### src/rtl/bk_sector_seq_if.sv
// Sector handshake between the save-state sequencer and hps_io.
// The sequencer issues sd_lba/sd_rd/sd_wr, and hps_io answers with sd_ack.
interface bk_sector_seq_if;
    logic [31:0] sd_lba;
    logic        sd_rd;
    logic        sd_wr;
    logic        sd_ack;

    modport master (
        output sd_lba,
        output sd_rd,
        output sd_wr,
        input  sd_ack
    );

    modport slave (
        input  sd_lba,
        input  sd_rd,
        input  sd_wr,
        output sd_ack
    );
endinterface

### src/rtl/bk_sector_seq.sv
// Save-state sequencer: walks every sector of a save slot through the hps_io sector handshake.
// Optional ack watchdog is enabled by defining BK_TIMEOUT_EN.
module bk_sector_seq #(
    parameter int unsigned SEC_LOG2 = 6,
    parameter int unsigned SLOT_W   = 2
`ifdef BK_TIMEOUT_EN
    ,
    parameter int unsigned TMO_W    = 24
`endif
) (
    input  logic              clk_sys_i,
    input  logic              reset_n_i,
    input  logic              bk_ena_i,
    input  logic              load_req_i,
    input  logic              save_req_i,
    input  logic [SLOT_W-1:0] slot_i,
    bk_sector_seq_if.master   sd,
    output logic              bk_loading_o,
    output logic              bk_state_o,
    output logic              bk_done_o,
    output logic              bk_err_o
);

    localparam int unsigned LBA_PAD = 32 - SEC_LOG2 - SLOT_W;

    typedef enum logic [1:0] {
        S_IDLE,
        S_REQ,
        S_XFER,
        S_DONE
    } state_e;

    state_e              state_q;
    logic                arm_q;
    logic                ld_q;
    logic                sv_q;
    logic                ack_q;
    logic [SLOT_W-1:0]   slot_q;
    logic [SEC_LOG2-1:0] idx_q;
    logic [SEC_LOG2-1:0] idx_d;
    logic                rd_q;
    logic                wr_q;
    logic                loading_q;
    logic                busy_q;
    logic                done_q;
    logic                err_q;

    logic ld_lvl;
    logic sv_lvl;
    logic ld_start;
    logic sv_start;
    logic start;
    logic ack_rise;
    logic ack_fall;
    logic last_sec;
    logic tmo_expired;

    assign ld_lvl   = load_req_i & bk_ena_i;
    assign sv_lvl   = save_req_i & bk_ena_i;
    // arm_q masks the first cycle after reset so a level already high at release is not an edge
    assign ld_start = arm_q & ld_lvl & ~ld_q;
    assign sv_start = arm_q & sv_lvl & ~sv_q;
    assign start    = ld_start | sv_start;
    assign ack_rise = sd.sd_ack & ~ack_q;
    assign ack_fall = ~sd.sd_ack & ack_q;
    assign last_sec = (idx_q == {SEC_LOG2{1'b1}});
    assign idx_d    = idx_q + {{(SEC_LOG2-1){1'b0}}, 1'b1};

`ifdef BK_TIMEOUT_EN
    logic [TMO_W-1:0] tmo_q;
    logic             waiting;
    logic             step_evt;

    assign waiting     = (state_q == S_REQ) || (state_q == S_XFER);
    assign step_evt    = ((state_q == S_REQ) && ack_rise) || ((state_q == S_XFER) && ack_fall);
    assign tmo_expired = waiting && (tmo_q == {TMO_W{1'b1}});

    // Restarts from zero whenever the FSM changes state, so it measures time spent in one state
    always_ff @(posedge clk_sys_i or negedge reset_n_i) begin
        if (!reset_n_i) begin
            tmo_q <= '0;
        end else if (!waiting || step_evt || tmo_expired) begin
            tmo_q <= '0;
        end else begin
            tmo_q <= tmo_q + {{(TMO_W-1){1'b0}}, 1'b1};
        end
    end
`else
    assign tmo_expired = 1'b0;
`endif

    always_ff @(posedge clk_sys_i or negedge reset_n_i) begin
        if (!reset_n_i) begin
            state_q   <= S_IDLE;
            arm_q     <= 1'b0;
            ld_q      <= 1'b0;
            sv_q      <= 1'b0;
            ack_q     <= 1'b0;
            slot_q    <= '0;
            idx_q     <= '0;
            rd_q      <= 1'b0;
            wr_q      <= 1'b0;
            loading_q <= 1'b0;
            busy_q    <= 1'b0;
            done_q    <= 1'b0;
            err_q     <= 1'b0;
        end else begin
            arm_q <= 1'b1;
            ld_q  <= ld_lvl;
            sv_q  <= sv_lvl;
            ack_q <= sd.sd_ack;

            case (state_q)
                S_IDLE: begin
                    done_q <= 1'b0;
                    if (start) begin
                        slot_q    <= slot_i;
                        idx_q     <= '0;
                        busy_q    <= 1'b1;
                        loading_q <= ld_start;
                        rd_q      <= ld_start;
                        wr_q      <= ~ld_start;
                        err_q     <= 1'b0;
                        state_q   <= S_REQ;
                    end
                end

                S_REQ: begin
                    if (ack_rise) begin
                        rd_q    <= 1'b0;
                        wr_q    <= 1'b0;
                        state_q <= S_XFER;
                    end else if (tmo_expired) begin
                        rd_q      <= 1'b0;
                        wr_q      <= 1'b0;
                        busy_q    <= 1'b0;
                        loading_q <= 1'b0;
                        err_q     <= 1'b1;
                        state_q   <= S_IDLE;
                    end
                end

                S_XFER: begin
                    if (ack_fall) begin
                        if (last_sec) begin
                            done_q    <= 1'b1;
                            busy_q    <= 1'b0;
                            loading_q <= 1'b0;
                            state_q   <= S_DONE;
                        end else begin
                            idx_q   <= idx_d;
                            rd_q    <= loading_q;
                            wr_q    <= ~loading_q;
                            state_q <= S_REQ;
                        end
                    end else if (tmo_expired) begin
                        busy_q    <= 1'b0;
                        loading_q <= 1'b0;
                        err_q     <= 1'b1;
                        state_q   <= S_IDLE;
                    end
                end

                S_DONE: begin
                    done_q  <= 1'b0;
                    state_q <= S_IDLE;
                end

                default: begin
                    state_q <= S_IDLE;
                end
            endcase
        end
    end

    assign sd.sd_lba    = {{LBA_PAD{1'b0}}, slot_q, idx_q};
    assign sd.sd_rd     = rd_q;
    assign sd.sd_wr     = wr_q;
    assign bk_loading_o = loading_q;
    assign bk_state_o   = busy_q;
    assign bk_done_o    = done_q;
    assign bk_err_o     = err_q;

endmodule

### src/flat_wrapper.sv
// flat-port wrapper written by rule: the top's interface ports become plain ports
module bk_sector_seq_flat 
#(
    parameter int unsigned SEC_LOG2 = 6,
    parameter int unsigned SLOT_W   = 2

)
  (clk_sys_i, reset_n_i, bk_ena_i, load_req_i, save_req_i, slot_i, bk_loading_o, bk_state_o, bk_done_o, bk_err_o, sd_sd_lba, sd_sd_rd, sd_sd_wr, sd_sd_ack);
  bk_sector_seq_if sd_i ();
  input  logic clk_sys_i;
  input  logic reset_n_i;
  input  logic bk_ena_i;
  input  logic load_req_i;
  input  logic save_req_i;
  input  logic [SLOT_W-1:0] slot_i;
  output logic bk_loading_o;
  output logic bk_state_o;
  output logic bk_done_o;
  output logic bk_err_o;
  output wire logic [$bits(sd_i.sd_lba)-1:0] sd_sd_lba;
  output wire logic [$bits(sd_i.sd_rd)-1:0] sd_sd_rd;
  output wire logic [$bits(sd_i.sd_wr)-1:0] sd_sd_wr;
  input wire logic [$bits(sd_i.sd_ack)-1:0] sd_sd_ack;
  assign sd_sd_lba = sd_i.sd_lba;
  assign sd_sd_rd = sd_i.sd_rd;
  assign sd_sd_wr = sd_i.sd_wr;
  assign sd_i.sd_ack = sd_sd_ack;
  bk_sector_seq #(.SEC_LOG2(SEC_LOG2), .SLOT_W(SLOT_W)) u_core (.clk_sys_i(clk_sys_i), .reset_n_i(reset_n_i), .bk_ena_i(bk_ena_i), .load_req_i(load_req_i), .save_req_i(save_req_i), .slot_i(slot_i), .sd(sd_i), .bk_loading_o(bk_loading_o), .bk_state_o(bk_state_o), .bk_done_o(bk_done_o), .bk_err_o(bk_err_o));
endmodule
### config.mk
export PLATFORM = sky130hd
export DESIGN_NAME = bk_sector_seq_flat
export DESIGN_NICKNAME = d
export VERILOG_FILES = /design/src/rtl/bk_sector_seq_if.sv /design/src/rtl/bk_sector_seq.sv /design/src/flat_wrapper.sv
export SDC_FILE = /design/constraint.sdc
export NUM_CORES = 1
export LEC_CHECK = 0
export CELL_PAD_IN_SITES_DETAIL_PLACEMENT = 1
export CELL_PAD_IN_SITES_GLOBAL_PLACEMENT = 2
export CORE_ASPECT_RATIO = 1.75
export CORE_MARGIN = 4
export CORE_UTILIZATION = 29
export CTS_CLUSTER_SIZE = 14
export DETAILED_ROUTE_END_ITERATION = 12
export PLACE_DENSITY = 0.91
export SLEW_MARGIN = 20
export SYNTH_ARGS = -nofsm -noshare
export SYNTH_HDL_FRONTEND = slang
export SYNTH_SLANG_ARGS = --single-unit
### constraint.sdc
create_clock -name clk_sys_i -period 3.3 [get_ports clk_sys_i]
set_input_delay 0.33 -clock clk_sys_i [delete_from_list [all_inputs] [get_ports clk_sys_i]]
set_output_delay 0.33 -clock clk_sys_i [all_outputs]
set_load 0.01 [all_outputs]
== Word-level counts from Yosys, hierarchy flattened ==
Index checks and enable logic that the tools add are counted.
Storage, ports and cells
  logic and storage cells: 74
  output and inout port bits: 38
  register bits: 19
  bits in latches: 0
  memories: 0
  memory bits (read-only): 0
  RAM bits: 0
Operators by class
  equality and inequality tests: 9
  bitwise logic cells: 15
  order comparisons: 0
  mux-type cells: 26
  reduce and logical (&&, ||, !) cells: 11
  add/sub/neg operators: 1
  shift operators: 0
  $mul: 0
  divide/modulo/power cells: 0
Operators by type and width (number)
  6-bit two-way mux: 3
  1-bit two-way mux: 12
  6-bit case mux with 2 select lines: 1
  1-bit bitwise AND: 8
  2-bit two-way mux: 4
  2-bit by 1-bit != test with 1-bit output, second input constant: 4
  2-bit case mux with 4 select lines: 1
  4-bit AND reduction: 2
  6-bit by 1-bit adder with 6-bit output, second input constant: 1
  6-bit == test, second input constant: 1
  1-bit inverter: 6
  1-bit case mux with 2 select lines: 3
  1-bit case mux with 3 select lines: 2
  3-bit AND reduction: 2
  5-bit AND reduction: 1
  2-bit == test, second input constant: 2
  2-bit nonzero test: 2
  3-bit nonzero test: 1
  2-bit by 1-bit == test with 1-bit output, second input constant: 1
  2-bit zero test: 1
  2-bit != test, second input constant: 1
  2-bit AND reduction: 1
  2-bit OR reduction: 1
  1-bit OR: 1

== Depth between registers and ports, before layout ==
Gate-level depths: netlist (run 1).
  depth after elaboration: 6
  gate-level depth with buffers: 6
  gate-level depth less buffers: 6

== Worst setup path after synthesis (run 1) ==
Ideal clock, no wire load.
  kind: register to register
  start: register u_core.state_q[0]
  end: register u_core.idx_q[0]
  setup time: 0.125 ns
  stages on the path, launching flop included: 7
  slack: 1.608 ns
  path buffers: 0
  clock period less this slack: 1.692 ns
  arrival time: 1.567 ns
  cell sequence: dfrtp_1 > inv_1 > ha_1 > inv_1 > nand2_1 > a22oi_2 > mux2_4
Between the ends
  longest elaborated chain between the ends: 3
Ends and longest elaborated chain
  start, declared: line bk_sector_seq.sv:33  | state_e state_q;
  start signal, assigned: line bk_sector_seq.sv:94  | state_q <= S_IDLE;
  start signal, assigned: line bk_sector_seq.sv:124  | state_q <= S_REQ;
  start signal, assigned: line bk_sector_seq.sv:132  | state_q <= S_XFER;
  2-bit == test or 2-bit zero test (tied branches): line bk_sector_seq.sv:113  | case (state_q)
  2-bit by 1-bit != test with 1-bit output (no line) (tied with other cells)
  4-bit AND reduction (no line)
  end signal, assigned: line bk_sector_seq.sv:151  | idx_q <= idx_d;
  end, declared: line bk_sector_seq.sv:39  | logic [SEC_LOG2-1:0] idx_q;
Parallel ways exist; a longest one is shown, timed or not.
A chain may end at the register's enable or synchronous reset.

== Final worst setup path (run 1) ==
Same ends and word-level chain as after synthesis.

==> results of run 1 <==
==> final cells by class <==
class | count | share of cell area (%)
inverter | 10 | 2.48
tap | 51 | 4.22
clock inverter | 1 | 0.331
timing repair buffer | 20 | 13.2
multi-input combinational | 99 | 45.5
sequential | 19 | 31.5
clock buffer | 3 | 2.73
==> flip-flops by register name (all words and copies together) (netlist names) <==
signal,cells
u_core.state_q,2
u_core.sd.sd_rd,1
u_core.idx_q,6
u_core.ack_q,1
u_core.bk_loading_o,1
u_core.bk_state_o,1
u_core.bk_done_o,1
u_core.sv_q,1
u_core.slot_q,2
u_core.arm_q,1
u_core.ld_q,1
u_core.sd.sd_wr,1
==> worst min path at each step <==
| stage | startpoint | end | slack (ns) | cells past startpoint |
|---|---|---|---|---|
| 6_report | u_core.slot_q[0] | u_core.slot_q[0] | 0.51 | 1 |
| 5_1_grt | u_core.slot_q[0] | u_core.slot_q[0] | 0.54 | 1 |
| 4_1_cts | u_core.slot_q[0] | u_core.slot_q[0] | 0.51 | 1 |
| 3_5_place_dp | u_core.slot_q[0] | u_core.slot_q[0] | 0.50 | 1 |
| 3_3_place_gp | u_core.slot_q[0] | u_core.slot_q[0] | 0.49 | 1 |
| 2_1_floorplan | reset_n_i | u_core.ack_q | 0.03 | 0 |
==> Yosys cell counts <==
cell type	count	area share (%)
buf_4	25	14
dfrtp_1	19	36
inv_1	10	2.9
a21oi_1	8	3.1
nand2_1	7	2.0
ha_1	6	5.7
nand4_1	4	1.9
a22o_1	3	2.0
a2bb2oi_1	3	2.0
and2_1	3	1.4
mux2_4	3	3.4
mux2i_1	3	2.3
nand3_1	3	1.1
o21ai_0	3	1.1
and2b_1	2	1.1
buf_2	2	0.76
conb_1	2	0.57
mux2_2	2	1.7
nor2_1	2	0.57
nor2b_2	2	1.3
o22ai_1	2	0.95
o31ai_1	2	1.1
a21boi_0	1	0.57
a22oi_1	1	0.57
a22oi_2	1	0.95
a31oi_1	1	0.48
a41oi_1	1	0.67
and3_4	1	0.86
clkbuf_1	1	0.29
nand2b_1	1	0.48
nand4_4	1	1.6
nor2b_1	1	0.48
o211ai_4	1	1.6
o21a_1	1	0.57
o221ai_1	1	0.67
o221ai_2	1	1.1
o2bb2ai_1	1	0.67
o32ai_1	1	0.67
==> layer usage <==
metal  vias to the layer above  routed length [um]
met5                         -                   0
li1                        449                   -
met4                         0                  57
met2                        37                1700
met1                       482                1130
met3                         4                 168
==> per-stage QoR <==
step	power [uW]	setup slack [ns]	cells
2_1_floorplan	658	1.61	156
3_3_place_gp	774	1.19	199
3_5_place_dp	813	1.02	199
4_1_cts	978	1.02	203
5_1_grt	1040	0.878	203
6_report	966	1.01	203
==> power by group through the flow <==
stage               registers, uW  logic (uW)  clock network, uW
floorplan                     342         316                  0
global placement              328         446                  0
detailed placement            338         474                  0
CTS                           334         476                168
global route                  344         514                180
finish                        333         468                165
==> cells by family after synthesis <==
logic type,Yosys count,synth area share (%)
fa+ha+maj,6,5.72
simple gates,27,13.0
mux,8,7.44
compound gates,32,18.9
flops,19,36.2
other cells,2,0.572
buf+inv,38,18.2
==> results.sh, run 1 <==
export IMPL_status="completed"
export IMPL_final_cell_mix="26 x conb_1, 20 x clkdlybuf4s50_1, 19 x dfrtp_1"
export IMPL_critPathLaunch="u_core.state_q[0]"
export IMPL_path_buf_inv=1
export IMPL_grt_pass1_wl_um=4820
export IMPL_path_max_fanout=19
export IMPL_via_count=972
export IMPL_ys_types=38
export IMPL_reg2reg_depth=5
export IMPL_cp_arrival_ns=2.43
export IMPL_setup_viol=0
export IMPL_grt_pass1_vias=1023
export IMPL_seqCellArea_um2=475
export IMPL_drc=0
export IMPL_critPathRequiredTime_ns=3.44
export IMPL_path_cells="inv_1 -> ha_1 -> nand2_1 -> a22oi_2 -> mux2_4"
export IMPL_design_area_um2=1510
export IMPL_power_density_nw_per_um2=639
export IMPL_dp_hpwl_um=2440
export IMPL_p_sw_share_pct=39.7
export IMPL_maxSlewHeadroom_pct=41.6
export IMPL_grt_overflow_total=0
export IMPL_core_area_um2=4400
export IMPL_utilization_pct=34.3
export IMPL_path_clk_slew_ns=0.07
export IMPL_fin_crit_ns=2.29
export IMPL_clock_path_buffers=2
export IMPL_port_buffers=20
export IMPL_wl_um=3060
export IMPL_cts_hold_buf=0
export IMPL_rsz0062_at_grt="false"
export IMPL_layout_worst_path_cycle_share_pct=69.3
export IMPL_slew_viol_final=0
export IMPL_diodes=0
export IMPL_worst_pin_slew_ns=0.873
export IMPL_final_layout_size_suffix_gt1_share_pct=10.5
export IMPL_start_kind="flip-flop"
export IMPL_p_sw_uw=384
export IMPL_busiest_layer="met2"
export IMPL_drtIter0Drc=9
export IMPL_antenna_left=0
export IMPL_grtUsageMet2_pct=21.6
export IMPL_grt_max_degree=20
export IMPL_clk_latency_ns=0.26
export IMPL_cts_root_buf="clkbuf_8"
export IMPL_cts_made_buffers=3
export IMPL_finalHoldViolCount=0
export IMPL_grt_use_met3_pct=1.34
export IMPL_drv_cap=0
export IMPL_area_growth_pct=15.2
export IMPL_multi_input_area_um2=688
export IMPL_antenna_found_initial=0
export IMPL_initial_core_util_pct=29.8
export IMPL_gp_congestion=0.733
export IMPL_pwr_share_clk_pct=17.0
export IMPL_path_class="reg2reg"
export IMPL_finClkSkew_ns=0.000786
export IMPL_hp_class="reg2reg"
export IMPL_n_fill_cell=535
export IMPL_final_common_cell="conb_1"
export IMPL_fp_dieH_um=97.0
export IMPL_cpPeakStageDelay_ns=0.59
export IMPL_grt_use_met1_pct=10.5
export IMPL_pwr_share_seq_pct=34.5
export IMPL_leakage_uw=0.000677
export IMPL_crit_family="adder cells"
export IMPL_tns_ns=0
export IMPL_fmax_mhz=437
export IMPL_postCtsSetupBuffers=0
export IMPL_synth_area_um2=1310
export IMPL_p_comb_share_pct=48.5
export IMPL_dieWidth_um=58.9
export IMPL_placed_area_um2=1470
export IMPL_rrSetupSlack_ns=1.01
export IMPL_clock_sinks=19
export IMPL_cp_depth=5
export IMPL_io_pins=46
export IMPL_via_per_inst=4.79
export IMPL_grt_use_total_pct=11.2
export IMPL_synthCells=132
export IMPL_intPower_uw=582
export IMPL_cts_tree="built"
export IMPL_max_vdd_ir_drop_uv=257
export IMPL_hold_slack_ns=0.506
export IMPL_critPathSlowestCell="ha_1"
export IMPL_ys_warn_count=0
export IMPL_yosysSeqAreaShare_pct=36.2
export IMPL_cts_resized=0
export IMPL_first_pass_iters=4
export IMPL_synth_seq_cells=19
export IMPL_critPathCaptureType="flip-flop"
export IMPL_dieArea_um2=5710
export IMPL_avgSynthCellArea_um2=9.94
export IMPL_crit_end="u_core.idx_q[0]"
export IMPL_htree_num_levels=1
export IMPL_wl_per_cell_um=15.1
export IMPL_r2r_end="u_core.idx_q[0]"
export IMPL_timing_rr_start="u_core.state_q[0]"
export IMPL_finalNetCount=167
export IMPL_num_rows=32
Note: power is estimated with default switching activity, not from simulation.
==> run 2: changes to the inputs <==
--- a/config.mk
+++ b/config.mk
@@ -9,10 +9,10 @@
 export CELL_PAD_IN_SITES_GLOBAL_PLACEMENT = 2
 export CORE_ASPECT_RATIO = 1.75
 export CORE_MARGIN = 4
-export CORE_UTILIZATION = 29
+export CORE_UTILIZATION = 26
 export CTS_CLUSTER_SIZE = 14
 export DETAILED_ROUTE_END_ITERATION = 12
-export PLACE_DENSITY = 0.91
+export PLACE_DENSITY = 0.84
 export SLEW_MARGIN = 20
 export SYNTH_ARGS = -nofsm -noshare
 export SYNTH_HDL_FRONTEND = slang
==> constraint.sdc (replaced) <==
create_clock -name clk_sys_i -period 2.35 [get_ports clk_sys_i]
set_input_delay 0.235 -clock clk_sys_i [delete_from_list [all_inputs] [get_ports clk_sys_i]]
set_output_delay 0.235 -clock clk_sys_i [all_outputs]
set_load 0.01 [all_outputs]
==> results.sh, run 2 (same netlist as run 1, synthesis figures left out) <==
export IMPL_finalHoldViolCount=0
export IMPL_critPathCaptureType="flip-flop"
export IMPL_postCtsSetupBuffers=0
export IMPL_fin_crit_ns=1.94
export IMPL_antenna_found_initial=0
export IMPL_clk_latency_ns=0.26
export IMPL_port_buffers=20
export IMPL_leakage_uw=0.000693
export IMPL_r2r_end="u_core.sd.sd_rd"
export IMPL_final_layout_size_suffix_gt1_share_pct=12.3
export IMPL_cts_made_buffers=3
export IMPL_max_vdd_ir_drop_uv=337
export IMPL_htree_num_levels=1
export IMPL_grt_overflow_total=0
export IMPL_fp_dieH_um=102
export IMPL_initial_core_util_pct=26.6
export IMPL_top_register="u_core.idx_q"
export IMPL_largestRegisters="u_core.idx_q (6), u_core.slot_q (2), u_core.state_q (2)"
export IMPL_critPathRequiredTime_ns=2.50
export IMPL_finClkSkew_ns=0.00348
export IMPL_area_growth_pct=17.2
export IMPL_rrSetupSlack_ns=0.41
export IMPL_hp_class="in2async"
export IMPL_final_cell_mix="26 x conb_1, 20 x clkdlybuf4s50_1, 19 x dfrtp_1"
export IMPL_seqCellArea_um2=475
export IMPL_finalNetCount=170
export IMPL_tns_ns=0
export IMPL_slew_viol_final=0
export IMPL_diodes=0
export IMPL_gp_congestion=0.802
export IMPL_wl_per_cell_um=14.0
export IMPL_fmax_mhz=516
export IMPL_clock_path_buffers=2
export IMPL_cts_root_buf="clkbuf_8"
export IMPL_num_rows=34
export IMPL_drv_cap=0
export IMPL_clock_sinks=19
export IMPL_start_kind="flip-flop"
export IMPL_setup_viol=0
export IMPL_rsz0062_at_grt="false"
export IMPL_layout_worst_path_cycle_share_pct=82.5
export IMPL_cts_hold_buf=0
export IMPL_cts_resized=0
export IMPL_io_pins=46
export IMPL_cp_arrival_ns=2.08
export IMPL_dieWidth_um=61.7
export IMPL_core_area_um2=4930
export IMPL_grt_max_degree=20
export IMPL_grt_pass1_wl_um=4820
export IMPL_multi_input_area_um2=688
export IMPL_via_count=976
export IMPL_grt_pass1_vias=983
export IMPL_first_pass_iters=4
export IMPL_final_common_cell="conb_1"
export IMPL_grt_use_total_pct=10.1
export IMPL_design_area_um2=1540
export IMPL_drc=0
export IMPL_placed_area_um2=1490
export IMPL_reg2reg_depth=6
export IMPL_largest_reg_flops=6
export IMPL_status="completed"
export IMPL_path_class="reg2reg"
export IMPL_via_per_inst=4.67
export IMPL_drtIter0Drc=15
export IMPL_dieArea_um2=6290
export IMPL_path_clk_slew_ns=0.08
export IMPL_antenna_left=0
export IMPL_n_fill_cell=573
export IMPL_wl_um=2920
export IMPL_power_density_nw_per_um2=884
export IMPL_cts_tree="built"
export IMPL_path_max_fanout=7
export IMPL_dp_hpwl_um=2310
export IMPL_timing_rr_start="u_core.state_q[0]"
-- run 2: per-stage QoR --
step / worst slack (ns) / std cells / util, % / total power (uW) / hold slack [ns]
6_report: 0.412 / 209 / 31.2 / 1360 / 0.313
5_1_grt: 0.277 / 209 / 31.2 / 1470 / 0.337
4_1_cts: 0.397 / 209 / 31.2 / 1380 / 0.329
3_5_place_dp: 0.370 / 205 / 30.2 / 1130 / 0.501
3_3_place_gp: 0.388 / 205 / 30.2 / 1130 / 0.490
2_1_floorplan: 0.658 / 156 / - / 924 / -0.0606
-- run 2: how the worst max path moves through the flow --
| stage | slack, ns | to | startpoint | cells past startpoint |
|---|---|---|---|---|
| 6_report | 0.41 | u_core.sd.sd_rd | u_core.state_q[0] | 6 |
| 5_1_grt | 0.28 | u_core.sd.sd_rd | u_core.state_q[0] | 6 |
| 4_1_cts | 0.40 | u_core.sd.sd_rd | u_core.state_q[0] | 6 |
| 3_5_place_dp | 0.37 | u_core.idx_q[0] | sd_sd_ack | 5 |
| 3_3_place_gp | 0.39 | u_core.idx_q[0] | sd_sd_ack | 5 |
| 2_1_floorplan | 0.66 | u_core.idx_q[0] | u_core.state_q[0] | 6 |
-- run 2: cell type report --
class,count,share of cell area [%]
inverter,10,2.44
clock inverter,1,0.325
clock buffer,3,2.69
tap,54,4.39
multi-input combinational,99,44.8
sequential,19,30.9
timing repair buffer,23,14.5
-- run 2: routing by layer --
layer / wire length [um] / part of all wire (%) / up-vias / global-route usage [%]
met2: 1610 / 55 / 35 / 18.6
met5: 0 / 0 / - / 0
met3: 201 / 6.9 / 5 / 1.90
met1: 1060 / 36 / 477 / 11.1
met4: 52 / 1.8 / 0 / 3.43
li1: - / - / 459 / -
-- run 2: worst max-delay path, stage by stage, from the launching register on --
cell and delay, ns:
dfrtp_1 0.40, inv_1 0.11, ha_1 0.32, buf_4 0.20, a21oi_1 0.27, o221ai_2 0.20, mux2_4 0.32
-- run 2: power by group --
group	switching [uW]	leakage [uW]	internal, uW
registers	61.7	0.000243	399
clock network	118	0.0000255	118
logic	348	0.000425	313
total	528	0.000693	831
